--- src/rtl/config_master_if.sv ---
// Config bus bundle between the packet side, the config master and the register responder.
// Carries the command stream (valid/ready), the read-response stream (valid/ready) and the config strobes.
// master: config_master view; slave: packet source / response sink / responder view.
interface config_master_if #(
    parameter int CDW = 21,
    parameter int CAW = 15,
    parameter int OPW = 2
);
    localparam int PKT_W = OPW + CAW + CDW;
    localparam int RSP_W = CAW + CDW;

    logic             cmd_valid;
    logic             cmd_ready;
    logic [PKT_W-1:0] cmd_data;
    logic             rsp_valid;
    logic             rsp_ready;
    logic [RSP_W-1:0] rsp_data;
    logic             config_we;
    logic [CAW-1:0]   config_waddr;
    logic [CDW-1:0]   config_wdata;
    logic             config_re;
    logic [CAW-1:0]   config_raddr;
    logic [CDW-1:0]   config_rdata;

    modport master (
        input  cmd_valid, cmd_data, rsp_ready, config_rdata,
        output cmd_ready, rsp_valid, rsp_data,
        output config_we, config_waddr, config_wdata, config_re, config_raddr
    );

    modport slave (
        output cmd_valid, cmd_data, rsp_ready, config_rdata,
        input  cmd_ready, rsp_valid, rsp_data,
        input  config_we, config_waddr, config_wdata, config_re, config_raddr
    );
endinterface

--- src/rtl/config_master.sv ---
// Executes config command packets as single-beat writes/reads on the config bus, returns read data as responses.
// Latency: write strobe 1 cycle after accept; read response valid 3 cycles after accept.
// Backpressure: cmd_ready only in IDLE; a response is held stable until rsp_ready, blocking new commands.
// Ports: clk, rst_n (async active-low), bus (config_master_if.master: cmd/rsp streams + config strobes),
//        wr_cnt/rd_cnt/drop_cnt (saturating event counters), busy (not IDLE).
module config_master #(
    parameter int CDW = 21,
    parameter int CAW = 15,
    parameter int OPW = 2
) (
    input  logic        clk,
    input  logic        rst_n,
    config_master_if.master bus,
    output logic [15:0] wr_cnt,
    output logic [15:0] rd_cnt,
    output logic [15:0] drop_cnt,
    output logic        busy
);
    localparam int PKT_W = OPW + CAW + CDW;

    localparam logic [OPW-1:0] OP_WRITE = OPW'(1);
    localparam logic [OPW-1:0] OP_READ  = OPW'(2);

    typedef enum logic [2:0] {
        IDLE = 3'd0,
        WR   = 3'd1,
        RD   = 3'd2,
        RW   = 3'd3,
        RSP  = 3'd4
    } state_t;

    state_t state;

    logic [OPW-1:0] cmd_op;
    logic [CAW-1:0] cmd_addr;
    logic [CDW-1:0] cmd_wdata;
    logic           accept;

    assign cmd_op    = bus.cmd_data[PKT_W-1 -: OPW];
    assign cmd_addr  = bus.cmd_data[CDW +: CAW];
    assign cmd_wdata = bus.cmd_data[CDW-1:0];

    // Gated with rst_n so ready reads 0 while reset is held, not just after it.
    assign bus.cmd_ready = (state == IDLE) && rst_n;
    assign busy          = (state != IDLE);
    assign accept        = bus.cmd_valid && bus.cmd_ready;

    function automatic logic [15:0] sat_inc(input logic [15:0] v);
        return (v == 16'hFFFF) ? v : v + 16'd1;
    endfunction

    always_ff @(posedge clk or negedge rst_n) begin
        if (!rst_n) begin
            state            <= IDLE;
            bus.rsp_valid    <= 1'b0;
            bus.rsp_data     <= '0;
            bus.config_we    <= 1'b0;
            bus.config_waddr <= '0;
            bus.config_wdata <= '0;
            bus.config_re    <= 1'b0;
            bus.config_raddr <= '0;
            wr_cnt           <= '0;
            rd_cnt           <= '0;
            drop_cnt         <= '0;
        end else begin
            case (state)
                IDLE: begin
                    if (accept) begin
                        if (cmd_op == OP_WRITE) begin
                            // Strobe and payload are loaded together so they appear in the WR cycle.
                            bus.config_we    <= 1'b1;
                            bus.config_waddr <= cmd_addr;
                            bus.config_wdata <= cmd_wdata;
                            state            <= WR;
                        end else if (cmd_op == OP_READ) begin
                            bus.config_re    <= 1'b1;
                            bus.config_raddr <= cmd_addr;
                            state            <= RD;
                        end else begin
                            drop_cnt <= sat_inc(drop_cnt);
                        end
                    end
                end
                WR: begin
                    bus.config_we <= 1'b0;
                    wr_cnt        <= sat_inc(wr_cnt);
                    state         <= IDLE;
                end
                RD: begin
                    bus.config_re <= 1'b0;
                    state         <= RW;
                end
                RW: begin
                    // Responder data for the RD-cycle address is valid now; raddr is still held.
                    bus.rsp_data  <= {bus.config_raddr, bus.config_rdata};
                    bus.rsp_valid <= 1'b1;
                    state         <= RSP;
                end
                RSP: begin
                    if (bus.rsp_ready) begin
                        bus.rsp_valid <= 1'b0;
                        rd_cnt        <= sat_inc(rd_cnt);
                        state         <= IDLE;
                    end
                end
                default: begin
                    bus.config_we <= 1'b0;
                    bus.config_re <= 1'b0;
                    bus.rsp_valid <= 1'b0;
                    state         <= IDLE;
                end
            endcase
        end
    end
endmodule

--- src/flat_wrapper.sv ---
// flat-port wrapper written by rule: the top's interface ports become plain ports
module config_master_flat 
#(
    parameter int CDW = 21,
    parameter int CAW = 15,
    parameter int OPW = 2
)
  (clk, rst_n, wr_cnt, rd_cnt, drop_cnt, busy, bus_cmd_valid, bus_cmd_data, bus_rsp_ready, bus_config_rdata, bus_cmd_ready, bus_rsp_valid, bus_rsp_data, bus_config_we, bus_config_waddr, bus_config_wdata, bus_config_re, bus_config_raddr);
  config_master_if #(.CDW(CDW), .CAW(CAW), .OPW(OPW)) bus_i ();
  input  logic clk;
  input  logic rst_n;
  output logic [15:0] wr_cnt;
  output logic [15:0] rd_cnt;
  output logic [15:0] drop_cnt;
  output logic busy;
  input wire logic [$bits(bus_i.cmd_valid)-1:0] bus_cmd_valid;
  input wire logic [$bits(bus_i.cmd_data)-1:0] bus_cmd_data;
  input wire logic [$bits(bus_i.rsp_ready)-1:0] bus_rsp_ready;
  input wire logic [$bits(bus_i.config_rdata)-1:0] bus_config_rdata;
  output wire logic [$bits(bus_i.cmd_ready)-1:0] bus_cmd_ready;
  output wire logic [$bits(bus_i.rsp_valid)-1:0] bus_rsp_valid;
  output wire logic [$bits(bus_i.rsp_data)-1:0] bus_rsp_data;
  output wire logic [$bits(bus_i.config_we)-1:0] bus_config_we;
  output wire logic [$bits(bus_i.config_waddr)-1:0] bus_config_waddr;
  output wire logic [$bits(bus_i.config_wdata)-1:0] bus_config_wdata;
  output wire logic [$bits(bus_i.config_re)-1:0] bus_config_re;
  output wire logic [$bits(bus_i.config_raddr)-1:0] bus_config_raddr;
  assign bus_i.cmd_valid = bus_cmd_valid;
  assign bus_i.cmd_data = bus_cmd_data;
  assign bus_i.rsp_ready = bus_rsp_ready;
  assign bus_i.config_rdata = bus_config_rdata;
  assign bus_cmd_ready = bus_i.cmd_ready;
  assign bus_rsp_valid = bus_i.rsp_valid;
  assign bus_rsp_data = bus_i.rsp_data;
  assign bus_config_we = bus_i.config_we;
  assign bus_config_waddr = bus_i.config_waddr;
  assign bus_config_wdata = bus_i.config_wdata;
  assign bus_config_re = bus_i.config_re;
  assign bus_config_raddr = bus_i.config_raddr;
  config_master #(.CDW(CDW), .CAW(CAW), .OPW(OPW)) u_core (.clk(clk), .rst_n(rst_n), .bus(bus_i), .wr_cnt(wr_cnt), .rd_cnt(rd_cnt), .drop_cnt(drop_cnt), .busy(busy));
endmodule
--- config.mk ---
export PLATFORM = sky130hd
export DESIGN_NAME = config_master_flat
export DESIGN_NICKNAME = d
export VERILOG_FILES = /design/src/rtl/config_master_if.sv /design/src/rtl/config_master.sv /design/src/flat_wrapper.sv
export SDC_FILE = /design/constraint.sdc
export NUM_CORES = 1
export LEC_CHECK = 0
export BUFFER_PORTS_ARGS = -buffer_cell sky130_fd_sc_hd__buf_2
export CAP_MARGIN = 10
export CORE_MARGIN = 2
export CORE_UTILIZATION = 37
export DETAILED_ROUTE_END_ITERATION = 6
export GPL_ROUTABILITY_DRIVEN = 0
export SYNTH_ARGS = -nofsm -noshare
export SYNTH_HDL_FRONTEND = slang
export SYNTH_SLANG_ARGS = --single-unit
--- constraint.sdc ---
create_clock -name clk -period 2 [get_ports clk]
set_input_delay 0.2 -clock clk [delete_from_list [all_inputs] [get_ports clk]]
set_output_delay 0.2 -clock clk [all_outputs]
set_load 0.02 [all_outputs]
After elaboration in Yosys (flattened, before gate mapping)
Index checks and enable logic that the tools add are counted.
{ "totals": {"reg_bits": 141, "mem_bits_ro": 0, "mem_bits_rw": 0, "inputBits": 63, "mem_count": 0, "wordCells": 67, "output_inout_bits": 140, "latch_bits": 0} }
{ "op_classes": {"reduce_logical": 16, "n_bitwise": 8, "magnitude_cmp": 0, "n_addsub": 3, "n_div": 0, "n_mux": 14, "shift": 0, "eq_ne": 15, "multipliers": 0} }
{ "op_table": {"columns": ["op", "count"], "rows": [
  ["$add 16x1->16 const B", 3],
  ["$eq 16x16->1 const B", 3],
  ["$mux 3", 4],
  ["$pmux 3 s4", 1],
  ["$reduce_and 3->1", 4],
  ["$reduce_or 3->1", 3],
  ["$ne 2x2->1 const B", 4],
  ["$not 1->1", 8],
  ["$reduce_and 4->1", 2],
  ["$eq 3x2->1 const B", 2],
  ["$mux 1", 6],
  ["$reduce_and 5->1", 1],
  ["$pmux 1 s2", 2],
  ["$reduce_and 2->1", 2],
  ["$eq 3x1->1 const B", 1],
  ["$eq 3x3->1 const B", 1],
  ["$logic_not 3->1", 1],
  ["$ne 3x3->1 const B", 1],
  ["$pmux 1 s3", 1],
  ["$reduce_bool 3->1", 1],
  ["$eq 2x1->1 const B", 1],
  ["$eq 2x2->1 const B", 1],
  ["$logic_and 1x1->1", 2],
  ["$ne 2x1->1 const B", 1]
]} }

Logic depth before layout (Yosys ltp)
Gate-level depths: netlist of run 1.
{ "logic_depth": {"depth_word": 5, "ltp_mapped": 7, "mapped_depth_nobuf": 6} }

Worst setup path before layout of run 1
OpenSTA, ideal clock, no wires.
{ "synth_path": {"kind": "register to register", "start": "register u_core.state[0]", "end": "register u_core.drop_cnt[1]", "setup_time_ns": 0.128, "path_slack_ns": 0.027, "path_buffers": 3, "required_time_ns": 1.872, "period_less_slack_ns": 1.973, "path_stages_with_launch": 8, "t_arrival_ns": 1.845, "path_cell_list": "dfrtp_1 buf_6 or3_1 buf_2 or2_1 buf_6 nor2_2 mux2_1"} }
{ "synth_via": {"elab_chain_len": 4} }
{ "synth_rtl": {"columns": ["item", "line", "source"], "rows": [
  ["from (decl)", "config_master.sv:32", "state_t state;"],
  ["from (signal assigned)", "config_master.sv:54", "state <= IDLE;"],
  ["from (signal assigned)", "config_master.sv:74", "state <= WR;"],
  ["from (signal assigned)", "config_master.sv:78", "state <= RD;"],
  ["$logic_not 3->1 *", "config_master.sv:44, config_master.sv:66", null],
  ["$logic_and 1x1->1", "config_master.sv:44", "assign bus.cmd_ready = (state == IDLE) && rst_n;"],
  ["$logic_and 1x1->1", "config_master.sv:46", "assign accept = bus.cmd_valid && bus.cmd_ready;"],
  ["$reduce_and 5->1 (no line) *", null, null],
  ["to (signal assigned)", "config_master.sv:80", "drop_cnt <= sat_inc(drop_cnt);"],
  ["to (decl)", "config_master.sv:16", "output logic [15:0] drop_cnt,"]
]} }
Mark *: on every way between the ends. The rest lies on a longest branch, timed or not.
A chain may end at the register's enable or synchronous reset.

Worst setup path after layout of run 1
{ "layout_path": {"start": "register u_core.state[1]", "end": "register u_core.drop_cnt[10]"} }
Same word-level chain as after synthesis.

==> results of run 1 <==
==> logic make-up (layout without fill, tap and decap cells) <==
group	after synthesis	after routing
AND/OR/NAND/NOR	113	113
buffers and inverters	22	297
multiplexers	92	92
flip-flops	141	141
XOR/XNOR	41	41
AO/OA/AOI/OAI	19	19
adder cells (fa/ha/maj)	5	5
==> metal layers <==
layer / wire [um] / up-vias
met4: 320 / 0
met3: 1020 / 23
met5: 0 / -
li1: - / 2078
met2: 6946 / 127
met1: 6098 / 2196
==> what timing repair did <==
action / CTS / global route
buffers inserted: 0 / 2
setup endpoints to repair: 0 / 8
endpoints found under the hold margin: 181 / 0
gates resized for setup: 0 / 1
hold buffers: 36 / 0
==> sequential cells by signal, indices dropped and copies added, names as in the netlist <==
| signal | count |
|---|---|
| u_core.bus.config_we | 1 |
| u_core.wr_cnt | 16 |
| u_core.bus.config_re | 1 |
| u_core.bus.config_waddr | 15 |
| u_core.rd_cnt | 16 |
| u_core.drop_cnt | 16 |
| u_core.bus.config_wdata | 21 |
| u_core.bus.rsp_data | 36 |
| u_core.state | 3 |
| u_core.bus.config_raddr | 15 |
| u_core.bus.rsp_valid | 1 |
==> power by group through the flow <==
stage | logic (mW) | registers, mW | clock network, mW
CTS | 4.14 | 4.51 | 3.23
detailed placement | 4.07 | 4.53 | 0
global route | 4.40 | 4.66 | 3.37
finish | 4.09 | 4.52 | 3.15
global placement | 4.02 | 4.48 | 0
floorplan | 1.18 | 5.77 | 0
==> synth_stat cells (all sizes together) <==
cell	number	area share, %
nand4bb	1	0.19
nand4	12	1.3
inv	8	0.51
xor2	27	4.0
mux2	92	17
o21ai	6	0.51
a221oi	1	0.15
buf	12	1.2
and4b	1	0.17
or3	2	0.21
and3	5	0.53
nand2b	1	0.11
nor2	15	1.0
dfrtp	141	60
clkbuf	2	0.13
nand2	16	1.1
a21oi	5	0.42
and4	8	1.2
xnor2	14	2.1
o41ai	1	0.27
o2111ai	2	0.30
nor3b	4	0.59
nand3	19	1.6
nor3	10	0.84
ha	5	1.1
a31o	1	0.15
nor2b	2	0.21
a2bb2oi	1	0.15
and2	1	0.11
o211ai	1	0.13
nor4b	1	0.15
a211oi	1	0.13
nor4	13	2.3
nand3b	1	0.13
or2	1	0.11
==> per-stage QoR <==
stage | std cells | power, mW | hold slack [ps] | setup WS, ps
after detailed placement | 854 | 8.609 | 245.8 | 151.5
after CTS | 922 | 11.88 | 0.3496 | 104.9
after floorplan | 433 | 6.951 | -95.59 | 27.43
after global placement | 854 | 8.504 | 246.9 | 206.6
final | 924 | 11.75 | 21.23 | 113.7
after global routing | 924 | 12.43 | 6.989 | -9.778
==> area by class of cell <==
| cell class | instances | area, um^2 |
|---|---|---|
| Sequential cell | 141 | 3528 |
| Fill cell | 1414 | 7490 |
| Clock buffer | 21 | 460.4 |
| Multi-Input combinational cell | 270 | 2300 |
| Tap cell | 216 | 270.3 |
| Clock inverter | 11 | 133.9 |
| Timing Repair Buffer | 257 | 1558 |
| Inverter | 8 | 30.03 |
==> worst max path at each step <==
stage | endpoint | slack, ps | startpoint | cells past startpoint
finish | u_core.drop_cnt[10] | 110 | u_core.state[1] | 5
global route | u_core.drop_cnt[11] | -10 | u_core.state[1] | 5
CTS | bus_cmd_ready | 100 | u_core.state[1] | 4
detailed placement | u_core.drop_cnt[15] | 150 | u_core.state[1] | 5
global placement | u_core.drop_cnt[15] | 210 | u_core.state[1] | 5
floorplan | u_core.drop_cnt[1] | 30 | u_core.state[0] | 7
==> impl_metrics.sql, run 1 <==
INSERT INTO impl_metrics (metric_group, metric, value, unit) VALUES
('pwr', 'swShare', '36.74', '%'),
('grt', 'grt-ovfl-total', '0', ''),
('finish', 'layout.cells.most_common_list', 'sky130_fd_sc_hd__buf_2 (201), sky130_fd_sc_hd__dfrtp_1 (141), sky130_fd_sc_hd__mux2_1 (53), sky130_fd_sc_hd__mux2_2 (39), sky130_fd_sc_hd__dlygate4sd3_1 (36)', ''),
('die', 'row_count', '46', ''),
('grt', 'number_of_global_route_vias_before_repair', '4581', ''),
('drt', 'detailed_routing_iterations_pass_1', '5', ''),
('setup_path', 'timing.rr.end', 'u_core.drop_cnt[10]', ''),
('synthesis', 'ys_seq_elements', '141', ''),
('drt', 'routed_wirelength', '14390', 'um'),
('grt', 'use_met2', '27.08', '%'),
('synthesis', 'synth_sequential_area_ratio', '59.53', '%'),
('finish', 'finalNetCount', '763', ''),
('die', 'initial_utilization', '37.58', '%'),
('drt', 'wl_per_cell', '15.57', 'um'),
('setup_path', 'path_class', 'reg -> reg', ''),
('drt', 'drt_drc_violations_left', '0', ''),
('finish', 'drive_above_1_share', '42.80', '%'),
('job', 'drv.max_cap_violation_count', '0', ''),
('hold_path', 'timing.hold.worst_path_depth', '2', ''),
('synthesis', 'synthesis.area', '0.005927', 'mm^2'),
('pwr', 'p_switching', '4.318', 'mW'),
('hold_path', 'worstHoldStart', 'bus_config_rdata[11]', ''),
('synthesis', 'synth-xor-area-share', '6.059', '%'),
('pwr', 'static-leakage-power', '4.169', 'nW'),
('setup_path', 'rr_worst_depth', '5', ''),
('die', 'die-height', '130.6', 'um'),
('setup_path', 'critical_path.n_buffers_inverters', '1', ''),
('sta', 'fmax', '530.1', 'MHz'),
('sta', 'tns', '0', 'ps'),
('run_status', 'outcome', 'finished, final reports clean', ''),
('grt', 'grt_busiest_layer', 'met2', ''),
('setup_path', 'cpMaxStageDelayCell', 'sky130_fd_sc_hd__or3_1', ''),
('grt', 'grt_pass1_wl', '22640', 'um'),
('sta', 'fin_skew', '7.947', 'ps'),
('clock_network', 'clockBufferDepth', '2', ''),
('synthesis', 'synthesis.nets', '501', ''),
('synthesis', 'synth_compound_area_share', '2.195', '%'),
('sta', 'setup_violations', '0', ''),
('finish', 'antenna_cells', '0', ''),
('synthesis', 'synth_simple_gate_area_share', '11.82', '%'),
('die', 'full_die_area', '0.01705', 'mm^2'),
('clock_network', 'tritoncts', 'done', ''),
('placed_design', 'post-dp-hpwl', '9682', 'um'),
('pwr', 'pwr-share-seq', '38.4', '%'),
('synthesis', 'synth.mux.area_fraction', '17.48', '%'),
('hold_path', 'timing.hold.worst_endpoint', 'u_core.bus.rsp_data[11]', ''),
('finish', 'mostFrequentLayoutCell', 'sky130_fd_sc_hd__buf_2', ''),
('clock_network', 'clock-root-buffer', 'sky130_fd_sc_hd__clkbuf_16', ''),
('synthesis', 'syn-mean-instance-area', '13.69', 'um^2'),
('grt', 'grt_max_degree', '124', ''),
('finish', 'finalInstanceArea', '0.008280', 'mm^2'),
('placed_design', 'dpl_cell_area', '0.007300', 'mm^2'),
('sta', 'unrepaired_setup_endpoints_after_global_routing', 'true', ''),
('pwr', 'max-vdd-ir-drop', '0.9831', 'mV'),
('setup_path', 'critical_path_peak_fanout', '4', ''),
('synthesis', 'ys.warnings.count', '0', ''),
('die', 'x_dimension_of_the_die', '130.6', 'um'),
('setup_path', 'worstPathRequired', '2320', 'ps'),
('synthesis', 'yosysUniqueCellTypes', '43', ''),
('die', 'boundaryPins', '203', ''),
('drt', 'detail_route.iter0.violations', '180', ''),
('synthesis', 'post_synth_fa_ha_maj_area_fraction', '1.056', '%'),
('sta', 'time_the_final_worst_path_needs_with_i_o_delays_and_setup', '1886', 'ps'),
('hold_path', 'hold_path_class', 'in -> reg', ''),
('drt', 'num_vias', '4424', ''),
('clock_network', 'cts.sink_count', '141', ''),
('pwr', 'int_power', '7.435', 'mW'),
('drt', 'final_antenna_net_count', '0', ''),
('synthesis', 'largest_family_of_logic_cells_by_synthesized_area', 'multiplexers', ''),
('placed_design', 'port_buffers', '202', ''),
('setup_path', 'reg2reg_from', 'u_core.state[1]', '');
Note: power is estimated with default switching activity, not from simulation.
==> run 2, diff against run 1 <==
Settings changed: ABC_AREA set to 1.
==> run 2 against run 1 <==
Net effect:
- die area is 11% higher
- highest routed layer unchanged
- critical endpoint is now u_core.rd_cnt[15]
- area after synthesis up 12%
- worst setup slack better by 99 ps
==> impl_metrics.sql, run 2 <==
INSERT INTO impl_metrics (metric_group, metric, value, unit) VALUES
('run_status', 'outcome', 'finished, final reports clean', ''),
('setup_path', 'worstPathRequired', '2290', 'ps'),
('finish', 'n_fill_cell', '1634', ''),
('drt', 'detailed_routing_iterations_pass_1', '6', ''),
('pwr', 'p_switching', '4.672', 'mW'),
('pwr', 'pwr-share-seq', '38.3', '%'),
('sta', 'unrepaired_setup_endpoints_after_global_routing', 'false', ''),
('die', 'core_area', '0.01736', 'mm^2'),
('setup_path', 'path_class', 'reg -> reg', ''),
('synthesis', 'ys_seq_elements', '141', ''),
('grt', 'antenna_found_initial', '0', ''),
('synthesis', 'syn-mean-instance-area', '8.765', 'um^2'),
('sta', 'finalHoldViolations', '0', ''),
('finish', 'number_of_flip_flops_under_the_largest_register_name', '36', ''),
('synthesis', 'synth_sequential_area_ratio', '53.39', '%'),
('sta', 'fin_crit_sh', '89.37', '%'),
('finish', 'regMostFlops', 'u_core.bus.rsp_data', ''),
('synthesis', 'synthTopCellsByCount', 'sky130_fd_sc_hd__nand2_1 (263), sky130_fd_sc_hd__dfrtp_1 (141), sky130_fd_sc_hd__nor2_1 (66)', ''),
('die', 'full_die_area', '0.01895', 'mm^2'),
('sta', 'setup_violations', '0', ''),
('die', 'boundaryPins', '203', ''),
('drt', 'avgViaCountPerCell', '4.578', ''),
('clock_network', 'clock-root-buffer', 'sky130_fd_sc_hd__clkbuf_16', ''),
('die', 'x_dimension_of_the_die', '137.6', 'um'),
('sta', 'time_the_final_worst_path_needs_with_i_o_delays_and_setup', '1787', 'ps'),
('clock_network', 'clockBufferDepth', '2', ''),
('grt', 'grt_max_degree', '121', ''),
('drt', 'routed_wirelength', '16560', 'um'),
('synthesis', 'yosysUniqueCellTypes', '28', ''),
('setup_path', 'end_kind', 'register', ''),
('die', 'row_count', '48', ''),
('drt', 'wl_per_cell', '13.48', 'um'),
('clock_network', 'clock_insertion_delay_worst_skew', '410', 'ps'),
('synthesis', 'post_synth_main_area_contributors', 'sky130_fd_sc_hd__dfrtp_1 (53%), sky130_fd_sc_hd__nand2_1 (15%), sky130_fd_sc_hd__mux2_1 (4.9%), sky130_fd_sc_hd__nand3_1 (3.8%), sky130_fd_sc_hd__nor2_1 (3.7%)', ''),
('finish', 'mostFrequentLayoutCell', 'sky130_fd_sc_hd__nand2_1', ''),
('synthesis', 'synth_ff_type', 'sky130_fd_sc_hd__dfrtp_1', ''),
('finish', 'area_growth_syn_to_layout', '31.48', '%'),
('drt', 'final_antenna_net_count', '0', ''),
('hold_path', 'hold_path_class', 'in -> reg', ''),
('finish', 'layout.cells.most_common_list', 'sky130_fd_sc_hd__nand2_1 (263), sky130_fd_sc_hd__buf_2 (201), sky130_fd_sc_hd__dfrtp_1 (141), sky130_fd_sc_hd__nor2_1 (66), sky130_fd_sc_hd__inv_1 (53)', ''),
('pwr', 'comb_power_share', '35.1', '%'),
('synthesis', 'asyncSetResetFlopFracSynth', '100.0', '%'),
('sta', 'tns', '0', 'ps'),
('sta', 'fmax', '559.5', 'MHz'),
('sta', 'timing.max_slew.rel_slack', '56.87', '%'),
('pwr', 'static-leakage-power', '4.463', 'nW'),
('clock_network', 'cts.sink_count', '141', ''),
('finish', 'finalNetCount', '1057', ''),
('finish', 'drive_above_1_share', '27.74', '%'),
('synthesis', 'yosys.cell_count.top_type', 'sky130_fd_sc_hd__nand2_1', ''),
('clock_network', 'cts_post_setup_buffers_inserted', '0', ''),
('setup_path', 'critical_path_peak_fanout', '17', ''),
('drt', 'detail_route.iter0.violations', '285', ''),
('synthesis', 'synth_edf_count', '0', ''),
('sta', 'fin_skew', '10.84', 'ps'),
('synthesis', 'yosysTopAreaCellShare', '53.39', '%'),
('setup_path', 'critical_path.startpoint_type', 'register', ''),
('grt', 'grtUsageTotal', '17.79', '%'),
('job', 'drv.max_cap_violation_count', '0', ''),
('clock_network', 'htreeDepth', '4', ''),
('grt', 'number_of_global_route_vias_before_repair', '5240', ''),
('placed_design', 'port_buffers', '202', ''),
('synthesis', 'synthesis.area', '0.006609', 'mm^2'),
('setup_path', 'critPathArrivalTime', '2080', 'ps'),
('clock_network', 'tritoncts', 'done', ''),
('drt', 'drt_drc_violations_left', '0', ''),
('grt', 'grt_pass1_wl', '26430', 'um'),
('grt', 'grt-ovfl-total', '0', ''),
('synthesis', 'ys.warnings.count', '0', ''),
('synthesis', 'synthesis.nets', '822', ''),
('sta', 'finalHoldWorstSlack', '17.71', 'ps'),
('finish', 'largest_registers', 'u_core.bus.rsp_data x36, u_core.bus.config_wdata x21', ''),
('clock_network', 'cts_made_buffers', '17', ''),
('pwr', 'int_power', '7.230', 'mW'),
('sta', 'worst_slew_pin_slew', '647.0', 'ps'),
('clock_network', 'clock_pin_slew_on_the_worst_setup_and_hold_paths', '70', 'ps'),
('die', 'initial_utilization', '38.08', '%'),
('synthesis', 'synthDominantAreaCellType', 'sky130_fd_sc_hd__dfrtp_1', ''),
('pwr', 'swShare', '39.25', '%'),
('pwr', 'max-vdd-ir-drop', '0.6295', 'mV'),
('placed_design', 'post-dp-hpwl', '11440', 'um'),
('drt', 'num_vias', '5622', ''),
('pwr', 'power.clock.fraction', '26.5', '%'),
('synthesis', 'netlist_instances', '754', ''),
('die', 'die-height', '137.6', 'um'),
('sta', 'timing_max_transition_violations_final', '0', ''),
('pwr', 'power_per_cell_area', '1370', 'mW/mm^2');
-- run 2: through the flow --
stage               util [%]  power (mW)  area (um^2)  cells  setup slack, ps
CTS                    50.05       12.05         8687   1227            209.4
floorplan                  -       7.220         6609    754            295.9
global route           50.05       12.68         8687   1227          0.02109
global placement       45.32       8.747         7866   1172            3.930
finish                 50.06       11.90         8690   1228            212.7
detailed placement     45.32       8.810         7866   1172           -32.90
-- run 2: routing by layer --
metal / global-route usage, % / vias up / part of all wire [%]
li1: - / 2889 / -
met1: 24.03 / 2557 / 46
met2: 27.53 / 160 / 45
met3: 4.930 / 16 / 7.4
met4: 6.071 / 0 / 1.3
met5: 0 / - / 0
-- run 2: path summary, 6_finish.rpt --
kind	from	to	slack [ps]	cells after the start
min in group asynchronous	rst_n	u_core.drop_cnt[8]	260	2
hold / removal	bus_cmd_data[4]	u_core.bus.config_wdata[4]	20	3
setup reg to reg	u_core.rd_cnt[0]	u_core.rd_cnt[15]	210	9
max in group asynchronous	rst_n	u_core.wr_cnt[8]	800	3
setup / recovery	u_core.rd_cnt[0]	u_core.rd_cnt[15]	210	9
hold reg to reg	u_core.bus.config_wdata[17]	u_core.bus.config_wdata[17]	470	2
-- run 2: what timing repair did --
item                       CTS  global route
hold buffers                23             0
setup endpoints to repair   10             0
hold endpoints to repair    43             0
gates resized for setup      1             0
-- run 2: worst max-delay path, stage by stage, from the launching register on --
cell	delay (ps)
sky130_fd_sc_hd__dfrtp_1	410
sky130_fd_sc_hd__ha_1	230
sky130_fd_sc_hd__nand2_1	80
sky130_fd_sc_hd__nor2_2	40
sky130_fd_sc_hd__nand2_2	110
sky130_fd_sc_hd__nor2_4	60
sky130_fd_sc_hd__nor2_4	310
sky130_fd_sc_hd__nand2_2	240
sky130_fd_sc_hd__nand2_1	110
sky130_fd_sc_hd__nand2_1	60
-- run 2: cells by family after synthesis --
kind of cell / Yosys count / synth area share (%)
fa+ha+maj: 5 / 0.9466
compound gates: 47 / 3.559
simple gates: 424 / 27.66
buf+inv: 80 / 5.528
mux: 36 / 6.134
flops: 141 / 53.39
xor+xnor: 21 / 2.783
-- run 2: cell type report --
class	instances	area [um^2]	share of cell area (%)
inverters	59	221.5	2.549
multi-input cells	533	2720	31.30
diodes	1	2.502	0.02880
clock inverters	14	156.4	1.800
flip-flops and latches	141	3528	40.60
repair buffers	237	1350	15.54
well taps	225	281.5	3.240
clock buffers	18	429.2	4.939
-- run 2: power groups by stage --
stage | combinational, mW | sequential [mW] | clock [mW]
after detailed placement | 4.20 | 4.61 | 0
after global routing | 4.60 | 4.71 | 3.37
after CTS | 4.24 | 4.57 | 3.24
after floorplan | 1.40 | 5.82 | 0
after global placement | 4.16 | 4.59 | 0
final | 4.18 | 4.56 | 3.16
==> run 3, diff against run 2 <==
--- a/config.mk
+++ b/config.mk
@@ -9,5 +9,6 @@
 export BUFFER_PORTS_ARGS = -buffer_cell sky130_fd_sc_hd__buf_2
-export CAP_MARGIN = 10
+export CAP_MARGIN = 5
 export CORE_MARGIN = 2
 export CORE_UTILIZATION = 37
+export CTS_CLUSTER_DIAMETER = 30
 export DETAILED_ROUTE_END_ITERATION = 6
--- a/constraint.sdc
+++ b/constraint.sdc
@@ -3,2 +3,2 @@
 set_output_delay 0.2 -clock clk [all_outputs]
-set_load 0.02 [all_outputs]
+set_load 0.1 [all_outputs]
==> run 3 against run 2 <==
Net effect:
- fmax decreased by 3.5%
- register-to-register slack hardly changed
- sequential share of layout area decreased by 0.26 points
- via count is 2.0% higher
- critical endpoint is now bus_cmd_ready
- worst setup slack got worse by 65 ps
- final area up 1.5%
- critical path depth is 5 lower
==> impl_metrics.sql, run 3 (synthesis results as in run 2) <==
INSERT INTO impl_metrics (metric_group, metric, value, unit) VALUES
('setup_path', 'critical_path.startpoint_type', 'register', ''),
('clock_network', 'cts.sink_count', '141', ''),
('setup_path', 'critical_path.n_buffers_inverters', '1', ''),
('finish', 'mostFrequentLayoutCell', 'sky130_fd_sc_hd__nand2_1', ''),
('drt', 'wl_per_cell', '13.67', 'um'),
('finish', 'drive_above_1_share', '29.92', '%'),
('setup_path', 'path_class', 'reg -> out', ''),
('die', 'x_dimension_of_the_die', '137.6', 'um'),
('setup_path', 'timing.critical_path.depth', '4', ''),
('drt', 'final_antenna_net_count', '0', ''),
('setup_path', 'end_kind', 'output port', ''),
('die', 'boundaryPins', '203', ''),
('hold_path', 'timing.hold.worst_path_depth', '3', ''),
('finish', 'antenna_cells', '0', ''),
('clock_network', 'clockBufferDepth', '2', ''),
('grt', 'grt_pass1_wl', '26930', 'um'),
('sta', 'finalHoldViolations', '0', ''),
('grt', 'number_of_global_route_vias_before_repair', '5351', ''),
('clock_network', 'htreeDepth', '4', ''),
('setup_path', 'rr_worst_depth', '9', ''),
('die', 'full_die_area', '0.01895', 'mm^2'),
('sta', 'tns', '0', 'ps'),
('setup_path', 'critPathArrivalTime', '1650', 'ps'),
('sta', 'setup_violations', '0', ''),
('setup_path', 'critical_path_peak_fanout', '6', ''),
('setup_path', 'regToRegSetupSlack', '220', 'ps'),
('setup_path', 'timing.rr.end', 'u_core.rd_cnt[8]', ''),
('sta', 'worst_slew_pin_slew', '799.1', 'ps'),
('setup_path', 'cpMaxStageDelayCell', 'sky130_fd_sc_hd__dfrtp_1', ''),
('die', 'die-height', '137.6', 'um'),
('finish', 'area_growth_syn_to_layout', '33.49', '%'),
('job', 'drv.max_cap_violation_count', '0', ''),
('hold_path', 'worstHoldStart', 'bus_cmd_data[0]', ''),
('die', 'core_area', '0.01736', 'mm^2'),
('run_status', 'outcome', 'finished, final reports clean', ''),
('drt', 'detail_route.iter0.violations', '227', ''),
('drt', 'avgViaCountPerCell', '4.657', ''),
('drt', 'drt_drc_violations_left', '0', ''),
('sta', 'unrepaired_setup_endpoints_after_global_routing', 'false', ''),
('hold_path', 'hold_path_class', 'in -> reg', ''),
('finish', 'finalNetCount', '1062', ''),
('drt', 'detailed_routing_iterations_pass_1', '5', ''),
('finish', 'number_of_flip_flops_under_the_largest_register_name', '36', ''),
('placed_design', 'port_buffers', '202', ''),
('drt', 'num_vias', '5733', ''),
('grt', 'grt_max_degree', '140', ''),
('clock_network', 'cts_made_buffers', '17', ''),
('setup_path', 'worstPathRequired', '1800', 'ps'),
('sta', 'time_the_final_worst_path_needs_with_i_o_delays_and_setup', '1853', 'ps'),
('setup_path', 'kind_of_cell_adding_the_most_delay_to_the_critical_path', 'simple AND/OR/NAND/NOR gates', ''),
('hold_path', 'timing.hold.worst_endpoint', 'u_core.bus.config_wdata[0]', ''),
('setup_path', 'critPathMaxStageDelay', '470', 'ps'),
('grt', 'grt-ovfl-total', '0', ''),
('setup_path', 'critical_path.cell_chain', 'nor2_4, nand2_2, nor2_4, buf_4', ''),
('sta', 'timing.max_slew.rel_slack', '46.73', '%'),
('grt', 'grtUsageTotal', '18.12', '%'),
('sta', 'fin_crit_sh', '92.64', '%'),
('grt', 'antenna_found_initial', '0', ''),
('drt', 'routed_wirelength', '16830', 'um'),
('clock_network', 'clock_insertion_delay_worst_skew', '410', 'ps'),
('clock_network', 'clock_pin_slew_on_the_worst_setup_and_hold_paths', '60', 'ps'),
('finish', 'largest_registers', 'u_core.bus.rsp_data x36, u_core.bus.config_wdata x21', ''),
('finish', 'regMostFlops', 'u_core.bus.rsp_data', ''),
('placed_design', 'post-dp-hpwl', '11460', 'um'),
('clock_network', 'clock-root-buffer', 'sky130_fd_sc_hd__clkbuf_16', ''),
('setup_path', 'critPathMostFrequentCell', 'sky130_fd_sc_hd__nor2_4', ''),
('clock_network', 'tritoncts', 'done', ''),
('finish', 'layout.cells.most_common_list', 'sky130_fd_sc_hd__nand2_1 (262), sky130_fd_sc_hd__buf_2 (200), sky130_fd_sc_hd__dfrtp_1 (116), sky130_fd_sc_hd__nor2_1 (65), sky130_fd_sc_hd__inv_1 (53)', ''),
('sta', 'fmax', '539.7', 'MHz'),
('sta', 'fin_skew', '7.758', 'ps'),
('sta', 'timing_max_transition_violations_final', '0', ''),
('setup_path', 'reg2reg_from', 'u_core.rd_cnt[0]', ''),
('clock_network', 'cts_post_setup_buffers_inserted', '0', ''),
('die', 'row_count', '48', ''),
('die', 'initial_utilization', '38.08', '%');
[run 3: cell types whose count changed in the layout (fill, tap and decap cells not counted), sizes merged]
cell / delta
buf: -3
bufinv: +1
clkinv: +1
diode: -1
dlygate4sd3: +8
inv: -3
[run 3: worst max-delay path by stage]
| stage | startpoint | end |
|---|---|---|
| floorplan | u_core.wr_cnt[7] | u_core.wr_cnt[3] |
| global placement | u_core.rd_cnt[0] | u_core.rd_cnt[1] |
| detailed placement | u_core.rd_cnt[0] | u_core.rd_cnt[4] |
| CTS | u_core.state[1] | bus_cmd_ready |
| global route | u_core.rd_cnt[0] | u_core.rd_cnt[15] |
| finish | u_core.state[1] | bus_cmd_ready |
[run 3: worst min-delay path, delay by kind of cell]
| kind | cells | cell delay [ps] |
|---|---|---|
| AND/OR/NAND/NOR | 2 | 120 |
| buffers and inverters | 1 | 80 |
[run 3: routing by layer]
| metal | global-route usage [%] | share of wire [%] |
|---|---|---|
| met5 | 0 | 0 |
| met1 | 24.16 | 45 |
| met4 | 5.212 | 1.1 |
| met3 | 5.960 | 7.5 |
| met2 | 28.16 | 46 |
[run 3: cell type report]
| type | instances | area [um^2] |
|---|---|---|
| Clock buffer | 18 | 429.2 |
| Clock inverter | 13 | 165.2 |
| Fill cell | 1655 | 8534 |
| Inverter | 59 | 221.5 |
| Multi-Input combinational cell | 533 | 2730 |
| Sequential cell | 141 | 3560 |
| Tap cell | 225 | 281.5 |
| Timing Repair Buffer | 242 | 1435 |
[run 3: metrics by stage]
stage,utilization [%],cell area [um^2],worst slack (ps),cells,hold WS (ps)
2_1_floorplan,-,6650,1.959,754,-95.59
3_3_place_gp,45.57,7910,-17.08,1169,1.262
3_5_place_dp,45.57,7910,-54.05,1169,2.877
4_1_cts,50.77,8812,120.4,1230,0.1391
5_1_grt,50.83,8822,17.71,1231,8.844
6_report,50.83,8822,147.2,1231,20.02
[run 3: timing repair]
| action | 4_1_cts | 5_1_grt |
|---|---|---|
| hold buffers | 30 | 1 |
| setup endpoints to repair | 11 | 0 |
| gates resized for setup | 2 | 0 |
| endpoints found under the hold margin | 31 | 1 |
Power of run 3 is left out: the tool's default activity adds up to more than one toggle a clock period on the data nets, which glitch-free logic cannot reach.
